**config.mk**
```make
export PLATFORM = sky130hd
export DESIGN_NAME = conversor_bin_bcd_secuencial
export DESIGN_NICKNAME = d
export VERILOG_FILES = /design/src/rtl/conversor_bin_bcd_secuencial.sv
export SDC_FILE = /design/constraint.sdc
export NUM_CORES = 1
export LEC_CHECK = 0
export CAP_MARGIN = 10
export CORE_MARGIN = 2
export CORE_UTILIZATION = 55
export DETAILED_ROUTE_END_ITERATION = 8
export PLACE_DENSITY = 0.81
export SLEW_MARGIN = 20
export SYNTH_ARGS = -nofsm -noshare
export SYNTH_HDL_FRONTEND = slang
export SYNTH_SLANG_ARGS = --single-unit
export TNS_END_PERCENT = 5
```
**constraint.sdc**
```tcl
create_clock -name clkNexys2 -period 3.75 [get_ports clkNexys2]
set_input_delay 0.75 -clock clkNexys2 [delete_from_list [all_inputs] [get_ports clkNexys2]]
set_output_delay 0.75 -clock clkNexys2 [all_outputs]
set_load 0.01 [all_outputs]
```
**src/rtl/conversor_bin_bcd_secuencial.sv**
```systemverilog
// -----------------------------------------------------------------------------
// conversor_bin_bcd_secuencial
//
// Multi-cycle binary-to-BCD converter using iterative shift add-3 (double
// dabble), one input bit per clock. It sits between funcionMatematica and
// display7Seg. salidaBCD holds the last result steady for the display
// multiplexer until the next conversion completes.
//
// Parameters
//   ANCHO_BIN   width of the binary input
//   DIGITOS     number of BCD digits; 10**DIGITOS must exceed 2**ANCHO_BIN-1
//
// Ports
//   clkNexys2   in   system clock, all logic on the rising edge
//   Reset       in   synchronous, active-high reset (aborts any conversion)
//   inicio      in   start request, only looked at while idle
//   numBinario  in   binary value, captured on the accepting edge
//   ocupado     out  high while a conversion is in progress
//   listo       out  one-cycle pulse, salidaBCD has just been updated
//   salidaBCD   out  BCD digits, [3:0]=unidades, [7:4]=decenas, ...
//
// Optional feature (macro AUTO_INICIO_EN)
//   When defined, the last accepted input is remembered in ultimo_q and an
//   idle block starts by itself whenever numBinario differs from it, so the
//   display follows the input without any inicio pulse.
//
// FSM states
//   state        | meaning
//   REPOSO       | idle, result held, waiting for a start
//   CONVIRTIENDO | one add-3/shift iteration per clock
// -----------------------------------------------------------------------------
module conversor_bin_bcd_secuencial #(
  parameter int ANCHO_BIN = 8,
  parameter int DIGITOS   = 3
) (
  input  logic                   clkNexys2,
  input  logic                   Reset,
  input  logic                   inicio,
  input  logic [ANCHO_BIN-1:0]   numBinario,
  output logic                   ocupado,
  output logic                   listo,
  output logic [4*DIGITOS-1:0]   salidaBCD
);

  localparam int ANCHO_BCD = 4 * DIGITOS;
  localparam int ANCHO_SR  = ANCHO_BCD + ANCHO_BIN;
  localparam int ANCHO_CNT = $clog2(ANCHO_BIN + 1);
  localparam logic [ANCHO_CNT-1:0] CNT_INI = ANCHO_CNT'(ANCHO_BIN);
  localparam logic [ANCHO_CNT-1:0] CNT_FIN = ANCHO_CNT'(1);

  function automatic longint unsigned pot10(input int n);
    longint unsigned r;
    r = 1;
    for (int i = 0; i < n; i++) r = r * 10;
    return r;
  endfunction

  localparam longint unsigned ESCALA  = pot10(DIGITOS);
  localparam longint unsigned MAX_BIN = (longint'(1) << ANCHO_BIN) - 1;

  generate
    if (ESCALA <= MAX_BIN) begin : g_param_invalido
      $error("conversor_bin_bcd_secuencial: DIGITOS too small for ANCHO_BIN");
    end
  endgenerate

  typedef enum logic {
    REPOSO       = 1'b0,
    CONVIRTIENDO = 1'b1
  } estado_t;

  estado_t                estado_q, estado_d;
  logic [ANCHO_BCD-1:0]   bcd_q, bcd_d;
  logic [ANCHO_BIN-1:0]   bin_q, bin_d;
  logic [ANCHO_CNT-1:0]   cnt_q, cnt_d;
  logic [ANCHO_BCD-1:0]   salida_q, salida_d;
  logic                   ocupado_q, ocupado_d;
  logic                   listo_q, listo_d;

  logic                   arranque;
  logic [ANCHO_BCD-1:0]   bcd_aj;
  logic [ANCHO_SR-1:0]    desplazado;

`ifdef AUTO_INICIO_EN
  logic [ANCHO_BIN-1:0]   ultimo_q, ultimo_d;
  assign arranque = inicio || (numBinario != ultimo_q);
`else
  assign arranque = inicio;
`endif

  // Add-3 correction on the pre-shift digits, all nibbles in parallel. A digit
  // is at most 9 here, so the 4-bit sum never exceeds 12 and needs no carry.
  always_comb begin
    bcd_aj = bcd_q;
    for (int i = 0; i < DIGITOS; i++) begin
      if (bcd_q[4*i +: 4] >= 4'd5) begin
        bcd_aj[4*i +: 4] = bcd_q[4*i +: 4] + 4'd3;
      end
    end
  end

  // The binary MSB moves into the BCD units digit on each shift.
  assign desplazado = {bcd_aj, bin_q} << 1;

  always_comb begin
    estado_d  = estado_q;
    bcd_d     = bcd_q;
    bin_d     = bin_q;
    cnt_d     = cnt_q;
    salida_d  = salida_q;
    ocupado_d = ocupado_q;
    listo_d   = 1'b0;
`ifdef AUTO_INICIO_EN
    ultimo_d  = ultimo_q;
`endif

    unique case (estado_q)
      REPOSO: begin
        if (arranque) begin
          bin_d     = numBinario;
          bcd_d     = '0;
          cnt_d     = CNT_INI;
          ocupado_d = 1'b1;
          estado_d  = CONVIRTIENDO;
`ifdef AUTO_INICIO_EN
          ultimo_d  = numBinario;
`endif
        end
      end

      CONVIRTIENDO: begin
        bcd_d = desplazado[ANCHO_SR-1 -: ANCHO_BCD];
        bin_d = desplazado[ANCHO_BIN-1:0];
        cnt_d = cnt_q - CNT_FIN;
        if (cnt_q == CNT_FIN) begin
          salida_d  = desplazado[ANCHO_SR-1 -: ANCHO_BCD];
          listo_d   = 1'b1;
          ocupado_d = 1'b0;
          estado_d  = REPOSO;
        end
      end

      default: begin
        estado_d = REPOSO;
      end
    endcase
  end

  always_ff @(posedge clkNexys2) begin
    if (Reset) begin
      estado_q  <= REPOSO;
      bcd_q     <= '0;
      bin_q     <= '0;
      cnt_q     <= '0;
      salida_q  <= '0;
      ocupado_q <= 1'b0;
      listo_q   <= 1'b0;
`ifdef AUTO_INICIO_EN
      ultimo_q  <= '0;
`endif
    end else begin
      estado_q  <= estado_d;
      bcd_q     <= bcd_d;
      bin_q     <= bin_d;
      cnt_q     <= cnt_d;
      salida_q  <= salida_d;
      ocupado_q <= ocupado_d;
      listo_q   <= listo_d;
`ifdef AUTO_INICIO_EN
      ultimo_q  <= ultimo_d;
`endif
    end
  end

  assign ocupado   = ocupado_q;
  assign listo     = listo_q;
  assign salidaBCD = salida_q;

endmodule

```
==> summary.md, run 1 <==
For the initial antenna violation count, the log shows 0. The data required time at the worst endpoint is 4.05 ns, and the final net count is 227. VDD sags by at most 0.000255 V. In this run the worst path has a maximum fanout of 23.

The vertical die dimension works out to 60.1 um. The number of instances resized during post-cts repair came out at 0. At the later pin of the worst-skew pair, clock insertion delay measures 0.35 ns. The multi-input combinational cells in the finished layout cover a total of 856 um^2. Registers take 781 um^2.

Yosys attributes the largest share of cell area to sky130_fd_sc_hd__dfxtp_1 (45%), sky130_fd_sc_hd__ha_1 (5.8%), sky130_fd_sc_hd__mux2i_1 (5.8%). The period utilization is 61.7%, and the average via count per standard cell is 5.53. The tool flagged a number of max-cap violations equal to 0. The cell type group with the largest total delay on the critical path is simple AND/OR/NAND/NOR gates.

For this run, the detailed router's first-pass iteration total came to 4. Traced cell by cell, the critical path runs through clkdlybuf4s50_1 > nor2_1 > a22o_1. The antenna diode count was 0; the final routed DRC violation total was 0. The tools report the initial standard-cell utilization of the core as 57.1%.

The run gives 0.0160 ns as the largest clock skew in the final design. Summing every instance area after synthesis gives 1730 um^2. The setup path with the least slack is of type in2reg. The worst pin sits at a relative slew slack of 45.7%. Entering global routing, the biggest net connects 29 pins. For the global-route wire length before repair, the log shows 5.94 mm. The startpoint type of the worst setup path is a primary input. The worst setup path is captured at a flop. The average wire length per cell after detail routing is 14.0 um, and the measured slew at the worst slew-check pin is 0.811 ns. The logs give 204 for the synthesized net count and 0 ns for the setup total negative slack. The library cell used most frequently in the layout, excluding fill and tap cells, is sky130_fd_sc_hd__dfxtp_1.

Setup repair after global routing left no endpoint under its margin. The detailed router placed 1,398 vias in this run. The leakage power summed over all cells is 0.000757 uW, and the width of the die is 60.1 um. For the worst setup path, the data arrival time is 2.61 ns. In this run the core area contains 20 standard-cell rows. Post-CTS clock slew at the launch and capture registers of the worst setup and hold paths: 0.12 ns. The count of buffering cells on the critical path with inverters included was 1.

For the number of clock buffers inserted by TritonCTS, the log shows 5. The biggest cell delay along the critical path was 0.81 ns; the achievable clock frequency was 0.432 GHz. The most used flip-flop cell after synthesis is sky130_fd_sc_hd__dfxtp_1. The run gives 33 as the count of cell types in the netlist.

Pin placement for this block handled 25 I/O pins. The run finished with clean final reports. In this run the number of H-tree levels came out at 2.

For this block, the initial DRC count from the detailed router was 91. The synthesized area per cell came out at 9.35 um^2. For the final wirelength, the log shows 3.55 mm. The logs give 0 for the total of warnings raised by yosys and 0 for the number of buffers added for setup after CTS. The estimated wirelength of the detail-placed design is 2.57 mm. The synthesized design spends more area on one cell type than any other, namely sky130_fd_sc_hd__dfxtp_1.

The core area is 3030 um^2. TritonCTS built the clock tree. The share of the Yosys chip area taken by registers is 45.2%.

The power per cell area was 369 nW/um^2; the hold violation total from the final report was 0. The die covers 3610 um^2. The maximum buffer depth of the clock tree is 2, and the number of standard cells after synthesis is 185. The tools report the remaining global-route overflow as 0.

The buffer cell driving the clock tree root was sky130_fd_sc_hd__clkbuf_4. Among all stages on the critical path, the largest delay is contributed by sky130_fd_sc_hd__nor2_1. Area growth from synthesis to layout: 18.5%. In this run the biggest area consumer among cell types represents 45.2% of the synthesized area. The proportion of synthesized flip-flops having asynchronous set or reset was 0%. The number of clock sinks seen by CTS is 39, and the placer's final routability congestion estimate is 0.750. For this design, the CTS-stage hold fixing added 0 buffers. Via count of the first global-routing pass: 1,358.

After filler insertion, the fill cell instance count of the layout stands at 251. Cells fill 67.7% of the core in the end. Setup violations remaining at the end of the flow were counted as 0. The path class of the tightest hold or removal check is reg2reg. The number of slew-limit violations in the final report is 0. The overall fraction of global-route tracks in use is 22.5%.

In this run the tool buffered the top-level ports with 24 buffer cells. The post-synthesis register bit count was 39. The library cells used most frequently in the layout, excluding fill and tap cells, are sky130_fd_sc_hd__dfxtp_1 (39), sky130_fd_sc_hd__clkdlybuf4s50_1 (24), sky130_fd_sc_hd__nor2_1 (22), sky130_fd_sc_hd__a21oi_1 (19). The share of layout cells above drive strength 1 was 7.66%. In this run, synthesis inferred 0 flip-flops with an integrated enable. Once detail routing completed, the nets flagged for antenna violations numbered 0.

The final period demand of the worst path was 2.31 ns.
==> Yosys cell counts, drive strengths merged, types with 2 or more instances <==
cell     number
mux2          2
nand3         9
o2bb2ai       9
a21oi        19
buf           9
inv          10
nor2         23
ha            8
a32o          2
a22o          3
nor3b         5
a21o          2
nand2b        6
dfxtp        39
xnor2         3
o21ai        12
nor3          9
mux2i        10
==> state kept, by name, summed over array words and instances (netlist names) <==
signal / flops
bcd_q: 12
salidaBCD: 12
bin_q: 8
cnt_q: 4
estado_q: 1
listo: 1
ocupado: 1
==> kinds of logic (layout without fill, tap and decap cells) <==
kind of cell,after synthesis,in the layout,share of synthesized area [%]
xor gates and xnor gates,3,3,1.52
adders and majority gates,8,8,5.79
AOI/OAI and AO/OA,50,50,19.2
and+or+nand+nor,54,54,15.6
DFF,39,39,45.2
buffers and inverters,19,43,5.35
muxes,12,12,7.31
==> metal layers <==
layer	GRT usage (%)	vias up	wire [um]
met5	0	-	0
met4	8.57	0	51
met3	6.93	5	149
met2	39.3	31	1870
met1	25.4	662	1490
li1	-	700	-
==> stage by stage <==
step	cell area [um^2]	hold WS [ns]	cells	power (uW)	setup WS, ns
after floorplan	1730	0.438	185	494	2.35
after global placement	1980	0.448	245	512	1.15
after detailed placement	1980	0.455	245	517	1.09
after CTS	2050	0.480	253	762	1.46
after global routing	2050	0.488	253	795	1.29
final	2050	0.477	253	757	1.44
==> final cells by class <==
type | count | area share, %
tap | 44 | 2.69
inverter | 10 | 1.83
sequential | 39 | 38.1
timing repair buffer | 25 | 12.1
clock inverter | 1 | 0.366
clock buffer | 7 | 3.17
multi-input combinational | 127 | 41.8
==> power breakdown <==
part           total, uW  switching, uW  internal (uW)
Combinational       73.7           41.9           31.8
Sequential           434           7.84            426
Clock                250            140            110
==> final timing paths <==
check | from | cells after the start | slack, ns | end
setup reg to reg | cnt_q[1] | 6 | 2.09 | salidaBCD[2]
hold / removal | salidaBCD[10] | 1 | 0.48 | salidaBCD[10]
hold reg to reg | salidaBCD[10] | 1 | 0.48 | salidaBCD[10]
setup / recovery | Reset | 3 | 1.44 | salidaBCD[2]
Power figures use the tool's default switching activity.
==> run 2: changes to the inputs <==
CORE_UTILIZATION = 48   (was 55)
PLACE_DENSITY = 0.75   (was 0.81)
clock period = 1.9 ns   (was 3.75 ns; I/O delays follow)
==> run 2 against run 1 <==
Effect of this change: critical path type is now reg2reg; combinational power increased by 110%; global-route usage decreased by 5.1 points; clock power increased by 57%.
==> summary.md, run 2 (same netlist as run 1, synthesis figures left out) <==
The global-route wire length before repair came out at 5.65 mm. The critical path is of the reg2reg type. The congestion estimate from routability-driven global placement came to 0.802. For the max capacitance violation total, the log shows 0.

Once detail routing completed, the nets flagged for antenna violations numbered 0. The run gives 347 uW as the reported net switching power. The data required time at the worst endpoint is 2.18 ns. Buffers added to address setup during post-CTS repair amount to 0.

The slowest stage of the critical path is the sky130_fd_sc_hd__nor2_1 cell. The die covers 4100 um^2. Start point of the critical path: cnt_q[1].

Summed over all failing endpoints, the final setup total negative slack is 0 ns. Clock skew on the completed layout was measured at 0.00629 ns. Data on the critical path arrives at its endpoint at 1.99 ns.

The post-CTS clock slew at the launch and capture registers of the worst setup and hold paths is 0.11 ns, and the vertical die dimension is 64.0 um. In this run the horizontal extent of the chip is 64.0 um. The tools report the startpoint of the most critical hold path as salidaBCD[9]. The run finished with clean final reports.

The run gives 0.19 ns as the internal reg-to-reg setup slack. The average via count per standard cell is 5.35, and the internal power component is 1050 uW. The count of buffering cells on the critical path with inverters included was 1. The worst-case IR drop observed on VDD is 0.000479 V.

The tools report the capturing element type of the critical path as a flop. Global routing used 17.3% of the available tracks across all layers. The number of cells on the worst hold path came out at 1. The final wirelength came out at 3.35 mm.

The tools report the core area as 3390 um^2. For the total of endpoints with negative setup slack in the final report, the log shows 0. The post-cts hold buffer count was 0; the number of standard-cell rows in the floorplan was 21. Registers are responsible for 61.0% of the overall power. The later pin in the worst-skew pair is clocked with a latency of 0.33 ns. The post-route netlist has 8.88% of its cells at a drive strength greater than 1. The hold violation total from the final report was 0.

Startpoint of the most critical register-to-register path: cnt_q[1]. The cell family contributing the most delay on the critical path is simple AND/OR/NAND/NOR gates. During placement, the flow inserted port buffers numbering 24. The biggest cell delay along the critical path is 0.67 ns. Setup repair after global routing left no endpoint under its margin.

The run gives 0 as the final routed DRC violation total. Measured against its own limit, the worst slew margin works out to 41.3%. In the final routed layout, each cell accounts on average for 12.9 um. The period utilization came out at 90.1%. Entering global routing, the biggest net connects 29 pins. The logs give 0 for the number of instances resized during post-cts repair and 25 for the total I/O pin count. The maximum buffer depth of the clock tree was 2.

The share of total power in the clock network is 28.0%. The iteration-0 DRC count of the detailed router is 121, and the number of clock sinks seen by CTS is 39. For this design the static power due to leakage is 0.000777 uW. The final instance count without filler cells is 260, and the depth of the most critical reg-to-reg path is 6. Startpoint type of the worst setup path: a flop. The final period demand of the worst path is 1.71 ns. The number of placed instances, taps included, is 252. The via count of the first global-routing pass is 1,362, and the remaining global-route overflow is 0.

The power per cell area was 674 nW/um^2; the via count was 1,391. Derived from the worst setup path, the maximum achievable clock frequency is 0.584 GHz. The number of clock buffers inserted by TritonCTS came out at 5. In this run the critical register-to-register path is captured at salidaBCD[1]. The first-pass detailed-route iteration total is 4, and the switching share of power is 24.8%. Traced cell by cell, the critical path runs through inv_1 > ha_1 > nand2_1 > nor3_2 > nor2_1 > a22o_1. Compared with the post-synthesis result, the final layout area differs by 20.3%.

The buffer cell driving the clock tree root is sky130_fd_sc_hd__clkbuf_4. The final net count is 232. The top cell types in the final layout, fill and taps aside, are sky130_fd_sc_hd__dfxtp_1 (39), sky130_fd_sc_hd__clkdlybuf4s50_1 (24), sky130_fd_sc_hd__nor2_1 (22), sky130_fd_sc_hd__a21oi_1 (19). Once the floorplan was initialized, standard cells occupied 51.0% of the core. TritonCTS built the clock tree. For the pin with the worst max-slew slack, the measured transition is 0.877 ns. The initial antenna violation count is 0, and the estimated wirelength of the detail-placed design is 2.47 mm. The tightest min-delay check is of the reg2reg type. CTS built an H-tree with a depth of 2. Combinational logic burns 11.0% of the power. Fill cells in the final layout number 298. The worst hold path terminates at salidaBCD[9].

The library cell used most frequently in the layout, excluding fill and tap cells, is sky130_fd_sc_hd__dfxtp_1. The largest fanout of any net on the critical path works out to 12. The tools report the number of slew-limit violations in the final report as 0. The number of antenna diodes in the final layout is 0.
[run 2: final cells by class]
type / instances / area [um^2] / area share [%]
timing repair buffer: 30 / 298 / 14.3
tap: 46 / 57.6 / 2.77
inverter: 10 / 37.5 / 1.81
sequential: 39 / 781 / 37.5
multi-input combinational: 127 / 856 / 41.2
clock buffer: 7 / 45.0 / 2.17
clock inverter: 1 / 5.00 / 0.241
[run 2: routing by layer]
layer	vias up	track usage [%]	share of wire (%)
met5	-	0	0
li1	712	-	-
met1	655	17.9	44
met3	4	5.28	3.9
met4	0	5.43	0.81
met2	20	32.9	51
[run 2: how the worst max path moves through the flow]
stage	to	slack (ns)	depth (start not counted)
3_5_place_dp	salidaBCD[2]	0.07	3
6_report	salidaBCD[1]	0.19	6
2_1_floorplan	salidaBCD[10]	0.51	6
3_3_place_gp	salidaBCD[2]	0.17	3
4_1_cts	salidaBCD[1]	0.18	6
5_1_grt	salidaBCD[2]	0.07	6
[run 2: power groups by stage]
| stage | clock, uW | sequential, uW | combinational (uW) |
|---|---|---|---|
| global route | 446 | 858 | 172 |
| CTS | 405 | 855 | 156 |
| floorplan | 0 | 871 | 104 |
| global placement | 0 | 872 | 148 |
| finish | 392 | 855 | 154 |
| detailed placement | 0 | 874 | 155 |
[run 2: metrics by stage]
step | setup slack (ns) | hold WS, ns | util (%) | area [um^2] | total power [uW]
detailed placement | 0.0725 | 0.449 | 59.9 | 2030 | 1030
global route | 0.0653 | 0.482 | 61.4 | 2080 | 1480
finish | 0.189 | 0.470 | 61.4 | 2080 | 1400
global placement | 0.166 | 0.445 | 59.9 | 2030 | 1020
floorplan | 0.507 | 0.438 | - | 1730 | 975
CTS | 0.179 | 0.475 | 61.4 | 2080 | 1420
==> run 3: changes to the inputs <==
MAX_ROUTING_LAYER = met4   (was default)
==> run 3 against run 2 <==
Effect of this change: fmax hardly changed; sequential power hardly changed; first-iteration DRC count is 7.4% higher; clock power hardly changed; core utilization stayed put; die area stayed put.
==> summary.md, run 3 (same netlist as run 1, synthesis figures left out) <==
The flow ran to the end, and the final reports show no timing, DRC or antenna violations. The placer's final routability congestion estimate is 0.813. TritonCTS built the clock tree. Setup repair after global routing left no endpoint under its margin. The worst setup path is launched from a flop.

The run gives 0 as the post-cts hold buffer count. The capturing element type of the critical path was a flop. The number of standard-cell rows in the floorplan is 21.

The logs give 0.0725 ns for the post-placement setup slack and 0.000777 uW for the leakage power summed over all cells. CTS built an H-tree with a depth of 2. The type of the worst setup path is reg2reg. For this configuration, the core starts out at a cell density of 51.0%. Clock-pin slew was measured on the worst setup and hold paths at 0.11 ns.

The max capacitance violation total came out at 0. Power per cell area: 673 nW/um^2. Based on the critical path, the design can be clocked at up to 0.585 GHz. The final period demand of the worst path is 1.71 ns, and the final routed DRC violation total is 0. After legalization and detailed placement, the total HPWL measured 2.47 mm. For the remaining global-route overflow, the log shows 0. In the routed layout, each cell is associated on average with a via count of 5.40.

Summing all flip-flop and latch instances after layout gives 781 um^2. The width of the die was 64.0 um; the measured slew at the worst slew-check pin was 0.876 ns. The floorplan step defined a die boundary enclosing 4100 um^2.

In this run the tool buffered the top-level ports with 24 buffer cells. The final standard cell utilization of the core came out at 61.4%. Routed signal wires occupy layers up through met4.

For the total I/O pin count, the log shows 25. The clock passes through at most 2 buffers. The worst path meets setup with 0.190 ns of slack.

The clock net in this run drives a total of 39 sinks. The tools report the overall fraction of global-route tracks in use as 17.7%. For this block, wires on met1 add up to 1.49 mm.

The number of slew-limit violations in the final report came out at 0. The antenna diode count is 0, and the via count of the first global-routing pass is 1,362. For the data required time at the worst endpoint, the log shows 2.18 ns. In the layout the commonest cells are sky130_fd_sc_hd__dfxtp_1 (39), sky130_fd_sc_hd__clkdlybuf4s50_1 (24), sky130_fd_sc_hd__nor2_1 (22), sky130_fd_sc_hd__a21oi_1 (19). Buffers added to address setup during post-CTS repair amount to 0. Most common cell after layout, fill and taps aside: sky130_fd_sc_hd__dfxtp_1.

The region available for standard cell placement spans 3390 um^2. The classification of the worst-slack hold path was reg2reg. After detailed routing, the met3 layer carries 134 um of wire. Traced cell by cell, the critical path runs through inv_1 > ha_1 > nand2_1 > nor3_2 > nor2_1 > a22o_1. The first global-routing pass estimated 5.64 mm of wire. In the final layout, the multi-input gates occupy 856 um^2. The routed design uses 1.70 mm of met2 wire. The later pin in the worst-skew pair is clocked with a latency of 0.33 ns. In this run the worst path has a maximum fanout of 12. The final route contains 1,403 vias.

The largest clock skew in the final design was 0.00619 ns. Hold violation total from the final report: 0. The biggest cell delay along the critical path is 0.67 ns.

The net count of the finished layout is 232. The iteration-0 DRC count of the detailed router is 130, and the layout filler cell count is 298. The area growth from synthesis to layout is 20.3%. The number of clock buffers added by TritonCTS is 5.

The detail route stage leaves a number of antenna-violating nets equal to 0. For the number of instances resized during post-cts repair, the log shows 0. The slowest stage of the critical path is the sky130_fd_sc_hd__nor2_1 cell. STA puts the critical path data arrival time at 1.99 ns. IR analysis of the VDD net gives a maximum drop of 0.000479 V. The share of layout cells above drive strength 1 was 8.88%. The first detailed-routing pass ran for 4 iterations. The initial antenna violation count is 0, and the vertical die dimension is 64.0 um.

After layout, the worst path uses 90.0% of the clock period. After detailed routing, the total wire length is 3.35 mm. The cell sitting at the root of the clock tree is a sky130_fd_sc_hd__clkbuf_4. Setup violations remaining at the end of the flow were counted as 0. The logs give 0 ns for the setup total negative slack and 29 for the maximum number of pins on one net before global-route repair.

The worst pin sits at a relative slew slack of 41.4%. In the final routed layout, each cell accounts on average for 12.9 um.
==> run 3: power breakdown <==
group	total, uW	internal [uW]	switching (uW)
sequential	855	840	14.9
clock	391	144	247
combinational	154	70.1	84.4
==> run 3: per-layer routing <==
layer	track usage, %	vias to the layer above
met5	-	-
met4	5.43	0
met3	4.75	4
met2	32.9	22
met1	17.9	665
li1	-	712
==> run 3: area by class of cell <==
type,instances,share of cell area (%)
Clock buffer,7,2.17
Tap cell,46,2.77
Inverter,10,1.81
Clock inverter,1,0.241
Timing Repair Buffer,30,14.3
Multi-Input combinational cell,127,41.2
Sequential cell,39,37.5
==> run 3: final timing paths <==
path / from / end / slack [ns] / cells past startpoint
max: cnt_q[1] / salidaBCD[1] / 0.19 / 6
min: salidaBCD[9] / salidaBCD[9] / 0.47 / 1
max reg2reg: cnt_q[1] / salidaBCD[1] / 0.19 / 6
min reg2reg: salidaBCD[9] / salidaBCD[9] / 0.47 / 1
==> run 3: through the flow <==
| step | instance area (um^2) | instances | hold slack [ns] | power, uW |
|---|---|---|---|---|
| after detailed placement | 2030 | 252 | 0.449 | 1030 |
| after global routing | 2080 | 260 | 0.482 | 1470 |
| after global placement | 2030 | 252 | 0.445 | 1020 |
| after CTS | 2080 | 260 | 0.475 | 1420 |
| after floorplan | 1730 | 185 | 0.438 | 975 |
| final | 2080 | 260 | 0.470 | 1400 |
==> run 3: critical path, delay by kind of cell (launching register included) <==
family / cells / cell delay [ns]
simple gates: 3 / 0.81
buf+inv: 1 / 0.07
flops: 1 / 0.35
compound gates: 1 / 0.25
fa+ha+maj: 1 / 0.18
